## config.mk

```make
export PLATFORM = sky130hd
export DESIGN_NAME = btn_repeat_ctrl
export DESIGN_NICKNAME = d
export VERILOG_FILES = /design/src/rtl/mode7_pkg.sv /design/src/rtl/btn_debounce.sv /design/src/rtl/btn_repeat_ctrl.sv
export SDC_FILE = /design/constraint.sdc
export NUM_CORES = 1
export LEC_CHECK = 0
export CAP_MARGIN = 40
export CORE_MARGIN = 2
export CORE_UTILIZATION = 58
export CTS_CLUSTER_SIZE = 25
export DETAILED_ROUTE_END_ITERATION = 12
export HOLD_SLACK_MARGIN = 0.03
export PLACE_DENSITY = 0.79
export SLEW_MARGIN = 5
export SYNTH_ARGS = -nofsm -noshare
export SYNTH_HDL_FRONTEND = slang
export SYNTH_SLANG_ARGS = --single-unit
export TNS_END_PERCENT = 30
```

## constraint.sdc

```tcl
create_clock -name clk -period 3.2 [get_ports clk]
set_input_delay 0.48 -clock clk [delete_from_list [all_inputs] [get_ports clk]]
set_output_delay 0.48 -clock clk [all_outputs]
set_load 0.01 [all_outputs]
```

## src/rtl/mode7_pkg.sv

```systemverilog
// Shared types and constants for the mode7 parameter-adjust path:
// 16.8 step magnitudes, button direction encoding and repeat FSM states.
package mode7_pkg;

    localparam int FIX_W = 24;

    localparam logic [FIX_W-1:0] STEP_SLOW_DEF = 24'h000100;
    localparam logic [FIX_W-1:0] STEP_FAST_DEF = 24'h000800;

    typedef enum logic [1:0] {
        DIR_NONE  = 2'b00,
        DIR_PLUS  = 2'b01,
        DIR_MINUS = 2'b10
    } dir_t;

    typedef enum logic [1:0] {
        ST_IDLE,
        ST_DELAY,
        ST_SLOW,
        ST_FAST
    } state_t;

    // Counter width able to hold 0..v-1, never narrower than one bit.
    function automatic int clog2_min1(input int v);
        return (v > 1) ? $clog2(v) : 1;
    endfunction

    function automatic dir_t decode_dir(input logic plus, input logic minus);
        if (plus && !minus)
            return DIR_PLUS;
        else if (minus && !plus)
            return DIR_MINUS;
        else
            return DIR_NONE;
    endfunction

endpackage

```

## src/rtl/btn_debounce.sv

```systemverilog
// Two-flop synchronizer followed by a stable-sample debounce counter
// for one raw pushbutton.
module btn_debounce
    import mode7_pkg::*;
#(
    parameter int DEBOUNCE_CYCLES = 500000
) (
    input  logic clk,
    input  logic reset,
    input  logic raw,
    output logic level
);

    localparam int CW = clog2_min1(DEBOUNCE_CYCLES);
    localparam logic [CW-1:0] CNT_LAST = CW'(DEBOUNCE_CYCLES - 1);

    logic          sync_a;
    logic          sync_b;
    logic [CW-1:0] cnt;

    always_ff @(posedge clk) begin
        if (reset) begin
            sync_a <= 1'b0;
            sync_b <= 1'b0;
            level  <= 1'b0;
            cnt    <= '0;
        end else begin
            sync_a <= raw;
            sync_b <= sync_a;
            if (sync_b == level) begin
                cnt <= '0;
            end else if (cnt == CNT_LAST) begin
                level <= ~level;
                cnt   <= '0;
            end else begin
                cnt <= cnt + CW'(1);
            end
        end
    end

endmodule

```

## src/rtl/btn_repeat_ctrl.sv

```systemverilog
// Turns the plus/minus pushbuttons into single-cycle step pulses with
// hold-to-repeat and a faster, larger step after sustained holding.
module btn_repeat_ctrl
    import mode7_pkg::*;
#(
    parameter int               DEBOUNCE_CYCLES = 500000,
    parameter int               REPEAT_DELAY    = 25000000,
    parameter int               REPEAT_PERIOD   = 5000000,
    parameter int               FAST_AFTER      = 8,
    parameter int               FAST_PERIOD     = 1250000,
    parameter logic [FIX_W-1:0] STEP_SLOW       = STEP_SLOW_DEF,
    parameter logic [FIX_W-1:0] STEP_FAST       = STEP_FAST_DEF
) (
    input  logic             clk,
    input  logic             reset,
    input  logic             btn_plus,
    input  logic             btn_minus,
    output logic             inc_pulse,
    output logic             dec_pulse,
    output logic [FIX_W-1:0] step_size,
    output logic             holding
);

    localparam int TMAX_A = (REPEAT_DELAY > REPEAT_PERIOD) ? REPEAT_DELAY : REPEAT_PERIOD;
    localparam int TMAX   = (TMAX_A > FAST_PERIOD) ? TMAX_A : FAST_PERIOD;
    localparam int TW     = clog2_min1(TMAX);
    localparam int CW     = clog2_min1(FAST_AFTER + 1);

    localparam logic [TW-1:0] DELAY_LOAD  = TW'(REPEAT_DELAY - 1);
    localparam logic [TW-1:0] PERIOD_LOAD = TW'(REPEAT_PERIOD - 1);
    localparam logic [TW-1:0] FAST_LOAD   = TW'(FAST_PERIOD - 1);
    localparam logic [CW-1:0] FAST_COUNT  = CW'(FAST_AFTER);

    logic          level_plus;
    logic          level_minus;
    dir_t          dir;
    dir_t          held_dir;
    state_t        state;
    logic [TW-1:0] timer;
    logic [CW-1:0] count;
    logic [CW-1:0] count_nx;

    btn_debounce #(.DEBOUNCE_CYCLES(DEBOUNCE_CYCLES)) u_db_plus (
        .clk   (clk),
        .reset (reset),
        .raw   (btn_plus),
        .level (level_plus)
    );

    btn_debounce #(.DEBOUNCE_CYCLES(DEBOUNCE_CYCLES)) u_db_minus (
        .clk   (clk),
        .reset (reset),
        .raw   (btn_minus),
        .level (level_minus)
    );

    assign dir      = decode_dir(level_plus, level_minus);
    assign count_nx = count + CW'(1);
    assign holding  = (state != ST_IDLE);

    always_ff @(posedge clk) begin
        if (reset) begin
            state     <= ST_IDLE;
            held_dir  <= DIR_NONE;
            timer     <= '0;
            count     <= '0;
            inc_pulse <= 1'b0;
            dec_pulse <= 1'b0;
            step_size <= STEP_SLOW;
        end else begin
            inc_pulse <= 1'b0;
            dec_pulse <= 1'b0;
            if (state == ST_IDLE) begin
                step_size <= STEP_SLOW;
                if (dir != DIR_NONE) begin
                    inc_pulse <= (dir == DIR_PLUS);
                    dec_pulse <= (dir == DIR_MINUS);
                    held_dir  <= dir;
                    timer     <= DELAY_LOAD;
                    state     <= ST_DELAY;
                end
            end else if (dir != held_dir) begin
                // Release, opposite button or both pressed: drop the press
                // silently; IDLE picks up any remaining direction next cycle.
                state     <= ST_IDLE;
                held_dir  <= DIR_NONE;
                step_size <= STEP_SLOW;
            end else if (timer != '0) begin
                timer <= timer - TW'(1);
            end else begin
                inc_pulse <= (held_dir == DIR_PLUS);
                dec_pulse <= (held_dir == DIR_MINUS);
                case (state)
                    ST_DELAY: begin
                        count <= CW'(1);
                        if (FAST_AFTER == 1) begin
                            state     <= ST_FAST;
                            timer     <= FAST_LOAD;
                            step_size <= STEP_FAST;
                        end else begin
                            state <= ST_SLOW;
                            timer <= PERIOD_LOAD;
                        end
                    end
                    ST_SLOW: begin
                        count <= count_nx;
                        if (count_nx == FAST_COUNT) begin
                            state     <= ST_FAST;
                            timer     <= FAST_LOAD;
                            step_size <= STEP_FAST;
                        end else begin
                            timer <= PERIOD_LOAD;
                        end
                    end
                    default: timer <= FAST_LOAD;
                endcase
            end
        end
    end

endmodule
```

==> impl_metrics.ini, run 1 <==
[critical_path]
worstSetupPathType = reg -> reg
rr_startpoint = timer[0]$_SDFFE_PP0P_
cp-start-kind = flip-flop
r2r_cells = 7
cp-startpoint = timer[0]$_SDFFE_PP0P_
regToRegEndpoint = timer[19]$_SDFFE_PP0P_
r2r_setup_slack_ps = 500
arrival_ps = 2900
crit_fanout = 9
cp.required_ps = 3400
cp-end-kind = flip-flop
crit_path_end = timer[19]$_SDFFE_PP0P_

[final_layout]
layout-drive-gt1-share_pct = 6.85
syn_to_final_growth_pct = 6.71
final_common_cell = dfxtp_1
fin_nets = 519
fin_area_mm2 = 0.00442
final_cell_mix = 81 x dfxtp_1, 78 x nor2_1, 28 x nand2_1, 26 x xnor2_1, 23 x nand3_1
diodes = 0
final_util_pct = 64.3
fin_cells = 607

[power_and_ir_drop]
leakage_nw = 1.56
total_power_mw = 1.75
vdd_drop_max_mv = 0.247
powerDensity_mw_per_mm2 = 396

[logic_synthesis]
synth.distinct_cells = 63
avgSynthCellArea_um2 = 8.28
synth_cells = 500
synth_edf_count = 0
syn-cell-area_mm2 = 0.00414
synth_ff_type = dfxtp_1
async_flop_share_pct = 0
ys_ff_latch = 81
yosysSeqAreaShare_pct = 39.2
ys_warn_count = 0

[placed_design]
dp.cells = 591
placed_area_mm2 = 0.00423
pre_cts_slack_ps = 541
place.gp.congestion = 0.986
io_buffer_count = 8
post-dp-hpwl_um = 6120

[drt]
avgRoutedWirePerCell_um = 14.4
route.top_layer_used = met4
wl_met3_um = 500
finalWirelength_um = 8760
drc = 0
met2_length_um = 4240
viasPerCell = 5.86
vias = 3559
drt_iter0_drc = 189
wl_met1_um = 3820
firstDrtPassIters = 5
ant_nets = 0

[global_route]
antenna_found_initial = 0
gr-total-overflow = 0
grt_max_degree = 41
grt_pass1_vias = 3339
grt_pass1_wl_um = 14700
grt_usage_pct = 23.9

[die]
rows = 30
die_w_um = 88.5
start_util_pct = 60.3
die_y_um = 88.5
die_area_mm2 = 0.00783
ios = 31
core_area_mm2 = 0.00687

[clock_tree]
cts_buffers = 9
clk_pin_slew_ps = 80
ctsRootBufferMaster = clkbuf_8
tritoncts = built
h-tree-depth = 3
cts_resized = 0
cts-hold-fix-buffers = 0
post_cts_buffers = 0
cts_sinks = 81
cts.path.max_buffers = 2
clk_latency_ps = 360

[status]
run_status = completed

[sta]
finClkSkew_ps = 6.10
slew_violations = 0
fin_crit_ps = 2700
slew_headroom_pct = 50.8
period_share_pct = 84.5
fmax_mhz = 370
fin_ws_ps = 497
tns_ps = 0
rsz0062_at_grt = no
hold_ws_ps = 455
setup_viol = 0
hold_viol_final = 0
worst_pin_slew_ps = 733

[run]
maxCapViolations = 0

[worst_hold_path]
min_path_type = reg -> reg
[synth_stat cells (10+ instances only)]
master	number	area [µm²]
nand3_1	23	115
buf_4	22	165
nor4_1	10	62.6
o21ai_0	12	60.1
dfxtp_1	81	1620
xor2_1	12	105
nand4_1	10	62.6
inv_1	19	71.3
a21oi_1	21	105
nor3_1	20	100
nor2_1	78	293
nand2_1	28	105
clkbuf_1	17	63.8
xnor2_1	26	228
[power by group]
group / switching [mW] / internal, mW
clock: 0.395 / 0.311
sequential: 0.00176 / 1.01
combinational: 0.0265 / 0.00790
total: 0.423 / 1.33
[per-layer routing]
layer | vias to the layer above | global-route usage (%)
li1 | 1754 | -
met2 | 109 | 39.8
met1 | 1675 | 28.9
met3 | 21 | 7.09
met5 | - | 0
met4 | 0 | 9.92
[cell families after synthesis]
family,synth area share [%]
DFF,39.2
adders and majority gates,2.72
xor gates and xnor gates,8.04
other,0.0906
and+or+nand+nor,27.3
buffers and inverters,7.74
muxes,0.484
AOI/OAI and AO/OA,14.5
[sequential cells by signal (all words and copies together), names as in the netlist]
name,cells
u_db_minus.cnt,19
count,4
state,2
inc_pulse,1
held_dir,2
u_db_plus.level,1
u_db_minus.sync_a,1
step_size,2
u_db_plus.cnt,19
dec_pulse,1
u_db_minus.level,1
u_db_minus.sync_b,1
u_db_plus.sync_b,1
timer,25
u_db_plus.sync_a,1
[area by class of cell]
cell class                 count  area (µm²)
clock inverter                 6        50.0
fill                         596        2450
clock buffer                  10         138
sequential                    81        1620
tap                           96         120
timing repair buffer          16         140
inverter                      19        71.3
multi-input combinational    379        2280
[critical path, cell delays in order, from the launching register on]
cell       delay, ps
dfxtp_1          340
inv_1             60
ha_1             190
or3b_2           500
nor3_1           630
nand2_1          360
a221oi_1         360
a2111oi_0        110
[how the worst min path moves through the flow]
stage	cells after the start	slack, ps	end	startpoint
final	1	450	u_db_plus.sync_b$_SDFF_PP0_	u_db_plus.sync_a$_SDFF_PP0_
after CTS	1	450	u_db_plus.sync_b$_SDFF_PP0_	u_db_plus.sync_a$_SDFF_PP0_
after detailed placement	1	430	u_db_minus.sync_b$_SDFF_PP0_	u_db_minus.sync_a$_SDFF_PP0_
after global placement	1	420	u_db_plus.sync_b$_SDFF_PP0_	u_db_plus.sync_a$_SDFF_PP0_
after global routing	1	480	u_db_plus.sync_b$_SDFF_PP0_	u_db_plus.sync_a$_SDFF_PP0_
after floorplan	1	410	u_db_minus.sync_b$_SDFF_PP0_	u_db_minus.sync_a$_SDFF_PP0_
No activity file was read; power rests on OpenSTA's default activity.
==> run 2: changes to the inputs <==
CORE_UTILIZATION = 53   (was 58)
PLACE_DENSITY = 0.76   (was 0.79)
clock period = 2.4 ns   (was 3.2 ns; I/O delays follow)
==> impl_metrics.ini, run 2 (same netlist as run 1, synthesis figures left out) <==
[status]
run_status = completed

[final_layout]
syn_to_final_growth_pct = 12.8
fin_nets = 545
final_cell_mix = 81 x dfxtp_1, 78 x nor2_1, 34 x buf_4, 27 x nand2_1, 26 x xnor2_1
largest_reg_flops = 25
final_common_cell = dfxtp_1
largestRegisters = timer (25), u_db_minus.cnt (19), u_db_plus.cnt (19)
layout-drive-gt1-share_pct = 12.5
diodes = 0
top_register = timer

[global_route]
gr-total-overflow = 0
grt_usage_pct = 22.7
grt_pass1_wl_um = 15800
grt_max_degree = 41
antenna_found_initial = 0
grt_pass1_vias = 3500

[drt]
firstDrtPassIters = 6
route.top_layer_used = met4
viasPerCell = 5.72
finalWirelength_um = 9450
vias = 3654
met2_length_um = 4670
drc = 0
ant_nets = 0
avgRoutedWirePerCell_um = 14.8
wl_met1_um = 4110
drt_iter0_drc = 204
wl_met3_um = 469

[placed_design]
io_buffer_count = 8
place.gp.congestion = 0.905
post-dp-hpwl_um = 6630

[clock_tree]
cts_buffers = 9
tritoncts = built
h-tree-depth = 3
cts_sinks = 81
clk_pin_slew_ps = 90
clk_latency_ps = 360
ctsRootBufferMaster = clkbuf_8
cts.path.max_buffers = 2

[worst_hold_path]
min_to = u_db_minus.sync_b$_SDFF_PP0_
hp-start = u_db_minus.sync_a$_SDFF_PP0_
min_path_type = reg -> reg
holdPathStages = 1

[run]
maxCapViolations = 0

[sta]
finClkSkew_ps = 15.2
hold_viol_final = 0
tns_ps = 0
hold_ws_ps = 439
fin_crit_ps = 2310
slew_headroom_pct = 58.0
slew_violations = 0
fmax_mhz = 433
setup_viol = 0
period_share_pct = 96.1
worst_pin_slew_ps = 630

[die]
die_w_um = 92.4
die_area_mm2 = 0.00853
core_area_mm2 = 0.00765
die_y_um = 92.4
start_util_pct = 54.1
rows = 32
ios = 31

[critical_path]
rr_startpoint = timer[0]$_SDFFE_PP0P_
worstSetupPathType = reg -> reg
r2r_setup_slack_ps = 90
regToRegEndpoint = state[0]$_SDFFE_PP0P_
cp.required_ps = 2680
cp-start-kind = flip-flop
crit_fanout = 6
r2r_cells = 7
arrival_ps = 2590
cp-end-kind = flip-flop

[power_and_ir_drop]
powerDensity_mw_per_mm2 = 518
total_power_mw = 2.42
leakage_nw = 1.72
vdd_drop_max_mv = 0.345
-- run 2: critical path, cell delays in order, from the launching register on --
cell,delay [ps]
dfxtp_1,320
inv_1,50
ha_1,160
or3b_2,470
or3_4,430
or4_1,480
a31o_1,230
a21oi_1,100
-- run 2: final cells by class --
type | count | area [µm²]
Inverter | 19 | 71.3
Clock inverter | 7 | 78.8
Clock buffer | 9 | 124
Fill cell | 688 | 2980
Tap cell | 102 | 128
Multi-Input combinational cell | 379 | 2310
Sequential cell | 81 | 1620
Timing Repair Buffer | 42 | 338
-- run 2: worst max path at each step --
| stage | start | to | slack, ps | cells past startpoint |
|---|---|---|---|---|
| final | timer[0]$_SDFFE_PP0P_ | state[0]$_SDFFE_PP0P_ | 90 | 7 |
| after global routing | timer[1]$_SDFFE_PP0P_ | timer[5]$_SDFFE_PP0P_ | -30 | 8 |
| after CTS | u_db_minus.level$_SDFFE_PP0P_ | timer[11]$_SDFFE_PP0P_ | 4 | 7 |
| after detailed placement | timer[1]$_SDFFE_PP0P_ | timer[19]$_SDFFE_PP0P_ | -0.4 | 7 |
| after global placement | u_db_plus.level$_SDFFE_PP0P_ | timer[19]$_SDFFE_PP0P_ | 60 | 7 |
| after floorplan | timer[0]$_SDFFE_PP0P_ | state[0]$_SDFFE_PP0P_ | 40 | 8 |
-- run 2: through the flow --
stage	instances	instance area [µm²]	util [%]	setup WS [ps]
global placement	622	4430	57.9	58.9
floorplan	521	4220	-	44.1
global route	639	4670	61.1	-31.3
CTS	638	4630	60.5	3.82
finish	639	4670	61.1	92.6
detailed placement	622	4430	57.9	-0.393
-- run 2: routing by layer --
metal  vias to the layer above  track usage (%)
li1                       1806                -
met1                      1720             26.5
met2                       104             39.6
met3                        24             5.53
met4                         0             9.70
met5                         -                0
-- run 2: repair_timing --
| item | CTS | global route |
|---|---|---|
| buffers inserted | 0 | 1 |
| setup endpoints to repair | 1 | 15 |
| pin swaps | 0 | 1 |
| gates resized for setup | 1 | 8 |
| hold buffers | 0 | 0 |
-- run 2: report_power, final --
| part | switching [mW] | leakage [nW] | total (mW) | internal (mW) |
|---|---|---|---|---|
| clock | 0.531 | 0.0977 | 1.02 | 0.491 |
| sequential | 0.00216 | 0.653 | 1.35 | 1.35 |
| combinational | 0.0360 | 0.966 | 0.0471 | 0.0111 |
| total | 0.569 | 1.72 | 2.42 | 1.85 |
==> run 3: changes to the inputs <==
CTS_CLUSTER_SIZE = 40   (was 25)
SLEW_MARGIN = 10   (was 5)
==> results of run 3 <==
Same layout as run 2: the final DEF is identical, and so are final timing and power.
